**src/rtl/ssp_tx_serializer.sv**
```systemverilog
// SSP transmit serializer: pops words from the TX FIFO head and shifts them out in SSP frame format.
// Optional build macro SSP_TX_LSB_FIRST_EN selects LSB-first bit order (default MSB first).
module ssp_tx_serializer #(
    parameter int unsigned DATA_W   = 8,
    parameter int unsigned HALF_DIV = 1
) (
    input  logic              pclk,
    input  logic              clear,
    input  logic              tmit,
    input  logic [DATA_W-1:0] txdata,
    output logic              remove,
    output logic              sspclkout,
    output logic              sspfssout,
    output logic              ssptxd,
    output logic              sspoe_b,
    output logic              busy
);

    localparam int unsigned DIV_W = (HALF_DIV > 1) ? $clog2(HALF_DIV) : 1;
    localparam int unsigned CNT_W = (DATA_W > 1) ? $clog2(DATA_W) : 1;
    localparam logic [DIV_W-1:0] DIV_LAST = DIV_W'(HALF_DIV - 1);
    localparam logic [CNT_W-1:0] CNT_LAST = CNT_W'(DATA_W - 1);

    typedef enum logic [1:0] {
        IDLE,
        FRAME,
        SHIFT
    } state_t;

    state_t              state_q, state_d;
    logic [DIV_W-1:0]    div_cnt_q, div_cnt_d;
    logic                sclk_q, sclk_d;
    logic [DATA_W-1:0]   shift_q, shift_d;
    logic [CNT_W-1:0]    bit_cnt_q, bit_cnt_d;
    logic                fss_q, fss_d;
    logic                txd_q, txd_d;
    logic                oe_b_q, oe_b_d;
    logic                remove_q, remove_d;
    logic                busy_q, busy_d;

    logic                div_term;
    logic                rise;
    logic [DATA_W-1:0]   shift_nx;
    logic                first_bit;
    logic                next_bit;

    always_comb begin
        div_term = (div_cnt_q == DIV_LAST);
        // A rise event is the divider terminal count while the serial clock is low.
        rise      = div_term && !sclk_q;
        div_cnt_d = div_term ? '0 : div_cnt_q + 1'b1;
        sclk_d    = div_term ? ~sclk_q : sclk_q;

`ifdef SSP_TX_LSB_FIRST_EN
        shift_nx  = shift_q >> 1;
        first_bit = shift_q[0];
        next_bit  = shift_nx[0];
`else
        shift_nx  = shift_q << 1;
        first_bit = shift_q[DATA_W-1];
        next_bit  = shift_nx[DATA_W-1];
`endif

        state_d   = state_q;
        shift_d   = shift_q;
        bit_cnt_d = bit_cnt_q;
        fss_d     = fss_q;
        txd_d     = txd_q;
        oe_b_d    = oe_b_q;
        remove_d  = 1'b0;

        if (rise) begin
            case (state_q)
                IDLE: begin
                    if (tmit) begin
                        shift_d  = txdata;
                        remove_d = 1'b1;
                        fss_d    = 1'b1;
                        oe_b_d   = 1'b0;
                        txd_d    = 1'b0;
                        state_d  = FRAME;
                    end
                end
                FRAME: begin
                    fss_d     = 1'b0;
                    txd_d     = first_bit;
                    bit_cnt_d = CNT_LAST;
                    state_d   = SHIFT;
                end
                SHIFT: begin
                    if (bit_cnt_q != '0) begin
                        shift_d   = shift_nx;
                        txd_d     = next_bit;
                        bit_cnt_d = bit_cnt_q - 1'b1;
                    end else if (tmit) begin
                        // Back-to-back frame: reload without passing through IDLE, OE stays asserted.
                        shift_d  = txdata;
                        remove_d = 1'b1;
                        fss_d    = 1'b1;
                        txd_d    = 1'b0;
                        state_d  = FRAME;
                    end else begin
                        oe_b_d  = 1'b1;
                        txd_d   = 1'b0;
                        state_d = IDLE;
                    end
                end
                default: state_d = IDLE;
            endcase
        end

        busy_d = (state_d != IDLE);
    end

    always_ff @(posedge pclk) begin
        if (clear) begin
            state_q   <= IDLE;
            div_cnt_q <= '0;
            sclk_q    <= 1'b0;
            shift_q   <= '0;
            bit_cnt_q <= '0;
            fss_q     <= 1'b0;
            txd_q     <= 1'b0;
            oe_b_q    <= 1'b1;
            remove_q  <= 1'b0;
            busy_q    <= 1'b0;
        end else begin
            state_q   <= state_d;
            div_cnt_q <= div_cnt_d;
            sclk_q    <= sclk_d;
            shift_q   <= shift_d;
            bit_cnt_q <= bit_cnt_d;
            fss_q     <= fss_d;
            txd_q     <= txd_d;
            oe_b_q    <= oe_b_d;
            remove_q  <= remove_d;
            busy_q    <= busy_d;
        end
    end

    assign remove    = remove_q;
    assign sspclkout = sclk_q;
    assign sspfssout = fss_q;
    assign ssptxd    = txd_q;
    assign sspoe_b   = oe_b_q;
    assign busy      = busy_q;

endmodule

```
**config.mk**
```make
export PLATFORM = sky130hd
export DESIGN_NAME = ssp_tx_serializer
export DESIGN_NICKNAME = d
export VERILOG_FILES = /design/src/rtl/ssp_tx_serializer.sv
export SDC_FILE = /design/constraint.sdc
export NUM_CORES = 1
export LEC_CHECK = 0
export BUFFER_PORTS_ARGS = -buffer_cell sky130_fd_sc_hd__buf_2
export CAP_MARGIN = 20
export CELL_PAD_IN_SITES_DETAIL_PLACEMENT = 0
export CELL_PAD_IN_SITES_GLOBAL_PLACEMENT = 2
export CORE_AREA = 2 2 61 63
export DETAILED_ROUTE_END_ITERATION = 8
export DIE_AREA = 0 0 63 65
export PLACE_DENSITY = 0.83
export SYNTH_ARGS = -nofsm -noshare
export SYNTH_HDL_FRONTEND = slang
export SYNTH_SLANG_ARGS = --single-unit
```
**constraint.sdc**
```tcl
create_clock -name pclk -period 2.5 [get_ports pclk]
set_clock_uncertainty 0.2 [all_clocks]
set_input_delay 0.125 -clock pclk [delete_from_list [all_inputs] [get_ports pclk]]
set_output_delay 0.125 -clock pclk [all_outputs]
set_load 0.005 [all_outputs]
```
# After elaboration in Yosys (flattened, before gate mapping)
# Index checks and enable logic that the tools add are counted.
dict set report classes {
  reduce_logical 15
  eq_ne 6
  mul 0
  n_div 0
  bitwise_logic 3
  shifts 0
  add_sub_neg 2
  magnitude_cmp 0
  muxes 22
}
# operator n
set op_table {}
lappend op_table {{2-to-1 mux 8 bit} 2}
lappend op_table {{case mux 8 bit (2 select lines)} 1}
lappend op_table {{2-to-1 mux 1 bit} 9}
lappend op_table {{AND reduction 3 bit} 3}
lappend op_table {{!= test 2 bit (second input constant)} 4}
lappend op_table {{2-to-1 mux 2 bit} 3}
lappend op_table {{case mux 1 bit (3 select lines)} 2}
lappend op_table {{case mux 2 bit (3 select lines)} 1}
lappend op_table {{case mux 3 bit (2 select lines)} 1}
lappend op_table {{nonzero test 2 bit} 3}
lappend op_table {{nonzero test 3 bit} 2}
lappend op_table {{AND reduction 5 bit} 1}
lappend op_table {{case mux 1 bit (2 select lines)} 2}
lappend op_table {{OR reduction 2 bit} 2}
lappend op_table {{2-to-1 mux 3 bit} 1}
lappend op_table {{NOT 1 bit} 3}
lappend op_table {{subtractor 3 x 1 -> 3 bit (second input constant)} 1}
lappend op_table {{== test 2 x 1 -> 1 bit (second input constant)} 1}
lappend op_table {{== test 2 bit (second input constant)} 1}
lappend op_table {{zero test 2 bit} 1}
lappend op_table {{AND reduction 2 bit} 1}
lappend op_table {{adder 1 bit (second input constant)} 1}
lappend op_table {{logical AND 1 bit} 1}
lappend op_table {{zero test 1 bit} 1}
dict set report word_totals {
  ramBits 0
  mem_bits_ro 0
  latch_bits 0
  inputBits 11
  memories 0
  regBits 20
}

# Longest topological paths before layout
dict set report depth {
  depth_word 5
  mapped_depth 7
}

# Worst setup path before layout
# Ideal clock, no wire load.
dict set report synth_timing {
  path_kind {flip-flop to flip-flop}
  start {register state_q[0]}
  end {register bit_cnt_q[2]}
  n_path_buf 1
  path_slack_ns 0.738
  arrival_ns 1.487
  stages_incl_launch_ff 7
  path_cell_list {dfxtp_1 -> inv_1 -> ha_1 -> inv_2 -> buf_6 -> or4_1 -> a31oi_1}
}
dict set report synth_between {
  elab_chain_cells 3
  elab_cells_between_ends 6
}
# item line_no
set synth_lines {}
lappend synth_lines {{from (decl)} 30} ;# state_t state_q, state_d;
lappend synth_lines {{from (signal assigned)} 128} ;# state_q <= state_d;
lappend synth_lines {{== test 2 bit / == test 2 x 1 -> 1 bit (equally long branches)} 73} ;# case (state_q)
lappend synth_lines {{!= test 2 bit (no line) / nonzero test 2 bit (equally long branches)} --}
lappend synth_lines {{AND reduction 3 bit (no line)} --}
lappend synth_lines {{to (signal assigned)} 132} ;# bit_cnt_q <= bit_cnt_d;
lappend synth_lines {{to (decl)} 34} ;# logic [CNT_W-1:0] bit_cnt_q, bit_cnt_d;
# Parallel ways exist; a longest one is shown, timed or not.
# A chain may end at the register's enable or synchronous reset.

# Worst setup path after layout
dict set report layout_timing {
  start {register state_q[0]}
  end {register busy_q (netlist: busy)}
}
dict set report layout_between {
  elab_chain_cells 4
  elab_cells_between_ends 8
}
# item line_no
set layout_lines {}
lappend layout_lines {{== test 2 bit (tied with other cells)} 73}
lappend layout_lines {{case mux 2 bit (3 select lines)} 73}
lappend layout_lines {{2-to-1 mux 2 bit *} 72} ;# if (rise) begin
lappend layout_lines {{nonzero test 2 bit *} 112} ;# busy_d = (state_d != IDLE);
lappend layout_lines {{to (signal assigned)} 137} ;# busy_q <= busy_d;
lappend layout_lines {{to (decl)} 39} ;# logic busy_q, busy_d;
# Mark *: on every way between the ends. The rest lies on a longest branch, timed or not.

==> results.toml <==
[cells_and_area]
register_area_um2 = 400
multiInputGateArea_um2 = 608
fin_nets = 163
drive_above_1_share_pct = 18.6
area_growth_pct = 16.1
fillers = 393
finish.utilization_pct = 35.3
num_antenna_cells = 0

[synth]
synth.largest_area_cell = "dfxtp_1"
synth.top_cells.by_count = "dfxtp_1 (20), o21ai_0 (15), nor2_1 (14)"
ys_seq_area_share_pct = 37.6
synth_cell_types = 36
synth_edf_count = 0
netlist_top_cells_area = "dfxtp_1 (38%), ha_1 (7.1%), o21ai_0 (7.1%), nor2b_1 (5.3%), a211oi_1 (4.9%)"
ys.warnings.count = 0
yosysTopAreaCellShare_pct = 37.6
ys_ff_latch = 20
syn_avg_cell_area_um2 = 8.31
synth_nets = 145
yosys.cell_count.top_type = "dfxtp_1"
synthArstFlopShare_pct = 0
synth_cells = 128
netlist_area_um2 = 1060
ys.flop_type = "dfxtp_1"

[die]
die_h_um = 65
core_area_um2 = 3500
die_area_um2 = 4100
pin_count = 17
initial_core_util_pct = 30.4
rows = 22
die_x_um = 63

[hold_path]
min-delay-start = "tmit"
hp-class = "in2reg"
whs_endpoint = "sspoe_b"
worstHoldPathCells = 4

[setup_path]
cp_num_buf_inv = 1
r2r_slack_ps = 480
start_kind = "flop"
critPathArrivalTime_ps = 2010
r2r-end = "busy"
path_cells = "inv_1, ha_1, nor2_1, a211oi_1, o21bai_1, o22ai_1"
critPathKind = "reg2reg"
endpoint_kind = "flop"
cp_slowest_cell = "nor2_1"
r2r-start = "state_q[0]"
rr_worst_depth = 6
required_ps = 2490
cp_max_fo = 7
cpPeakStageDelay_ps = 490
cp_top_family = "simple AND/OR/NAND/NOR gates"

[sta]
setup_viol = 0
hold_ws_ps = 8.37
min_period_ps = 2020
tightest_slew_ps = 567
rsz0062_at_grt = "no"
slew_headroom_pct = 62.1
finalSetupTns_ps = 0
fmax_mhz = 495
finalCritPeriodShare_pct = 80.8
hold_viol_final = 0
slew_violations = 0

[detailed_routing]
drtIter0Drc = 30
wl_um = 2520
wl_per_cell_um = 13.1
avgViaCountPerCell = 4.90
drcViolationCount = 0
vias = 946
antenna_left = 0
drtPass1Iterations = 4

[grt]
grt.overflow.total = 0
antenna_found_initial = 0
grt_pass1_wl_um = 4230
grt_max_degree = 20
grt_pass1_vias = 899
grt_use_total_pct = 13.1

[clock_network]
root_buffer = "clkbuf_4"
cts_tree = "done"
htree_levels = 1
clk_pin_slew_ps = 120
cts_buffers = 3
clockBufferDepth = 2
cts_resized = 0
cts_sinks = 20
clkLatencyLatePin_ps = 310

[run]
maxCapViolCount = 0

[placement]
gp_congestion = 0.735
dp_hpwl_um = 1750
io_buffers = 16

[run_status]
status = "finished, final reports clean"

[power_and_ir_drop]
ir_drop_mv = 0.202
power.density_nw_per_um2 = 579
p_leak_nw = 0.481
## what timing repair did
item	4_1_cts	5_1_grt
hold endpoints to repair	2	0
buffers inserted	0	0
hold buffers	2	0
## metrics by stage
step | std cells | setup WS (ps) | power (mW) | area (um2)
3_3_place_gp | 187 | 536 | 0.521 | 1180
2_1_floorplan | 128 | 738 | 0.475 | 1060
4_1_cts | 193 | 479 | 0.720 | 1230
6_report | 193 | 479 | 0.715 | 1230
5_1_grt | 193 | 257 | 0.756 | 1230
3_5_place_dp | 187 | 507 | 0.525 | 1180
## worst max-delay path by stage
stage	startpoint	end	slack, ps	cells past startpoint
floorplan	state_q[0]	bit_cnt_q[2]	740	6
global placement	state_q[0]	busy	540	6
detailed placement	state_q[0]	busy	510	6
CTS	state_q[0]	busy	480	6
global route	state_q[0]	busy	260	6
finish	state_q[0]	busy	480	6
## routing by layer
layer  vias to the layer above  track usage, %  share of wire (%)
met4                         0            5.00                1.1
li1                        485               -                  -
met1                       448            16.1                 49
met2                         9            22.9                 47
met5                         -               0                  0
met3                         4            2.08                2.1
## cells in the final DEF (no fill, tap or decap), drive strengths merged, types with 2 or more instances in the layout
cell / Yosys / final
a21oi: 10 / 10
dfxtp: 20 / 20
nand3: 2 / 2
nor3: 2 / 2
inv: 6 / 6
ha: 6 / 6
o21ai: 15 / 15
nand2: 8 / 8
a211oi: 7 / 7
nor2: 15 / 15
nand2b: 2 / 2
a31oi: 2 / 2
a21o: 2 / 2
buf: 4 / 17
dlygate4sd3: 0 / 2
nor2b: 9 / 9
clkbuf: 2 / 4
## power by group
group          total (mW)  internal, mW  switching [mW]
Sequential          0.360         0.344          0.0160
Clock               0.196        0.0889           0.107
Combinational       0.158        0.0648          0.0937
Total               0.715         0.497           0.217
## worst reg2reg max path, delay by kind of cell (launching register included)
family,cells,cell delay [ps]
DFF,1,400
and+or+nand+nor,1,490
adders and majority gates,1,290
buffers and inverters,1,80
AOI/OAI and AO/OA,3,450
## registers in the layout, indices dropped and copies added (netlist names)
signal / flops
bit_cnt_q: 3
busy: 1
div_cnt_q: 1
remove: 1
shift_q: 8
sspclkout: 1
sspfssout: 1
sspoe_b: 1
ssptxd: 1
state_q: 2
## layout make-up
type | instances | area share, %
clock buffer | 4 | 2.94
timing repair buffer | 19 | 8.71
multi-input combinational | 96 | 49.2
tap | 48 | 4.86
inverter | 6 | 1.82
sequential | 20 | 32.4
## kinds of logic after synthesis
kind of cell | share of synthesized area [%]
compound gates | 28.2
fa+ha+maj | 7.06
buf+inv | 5.18
flops | 37.6
mux | 0.941
other cells | 0.353
simple gates | 20.6
Power figures use the tool's default switching activity.
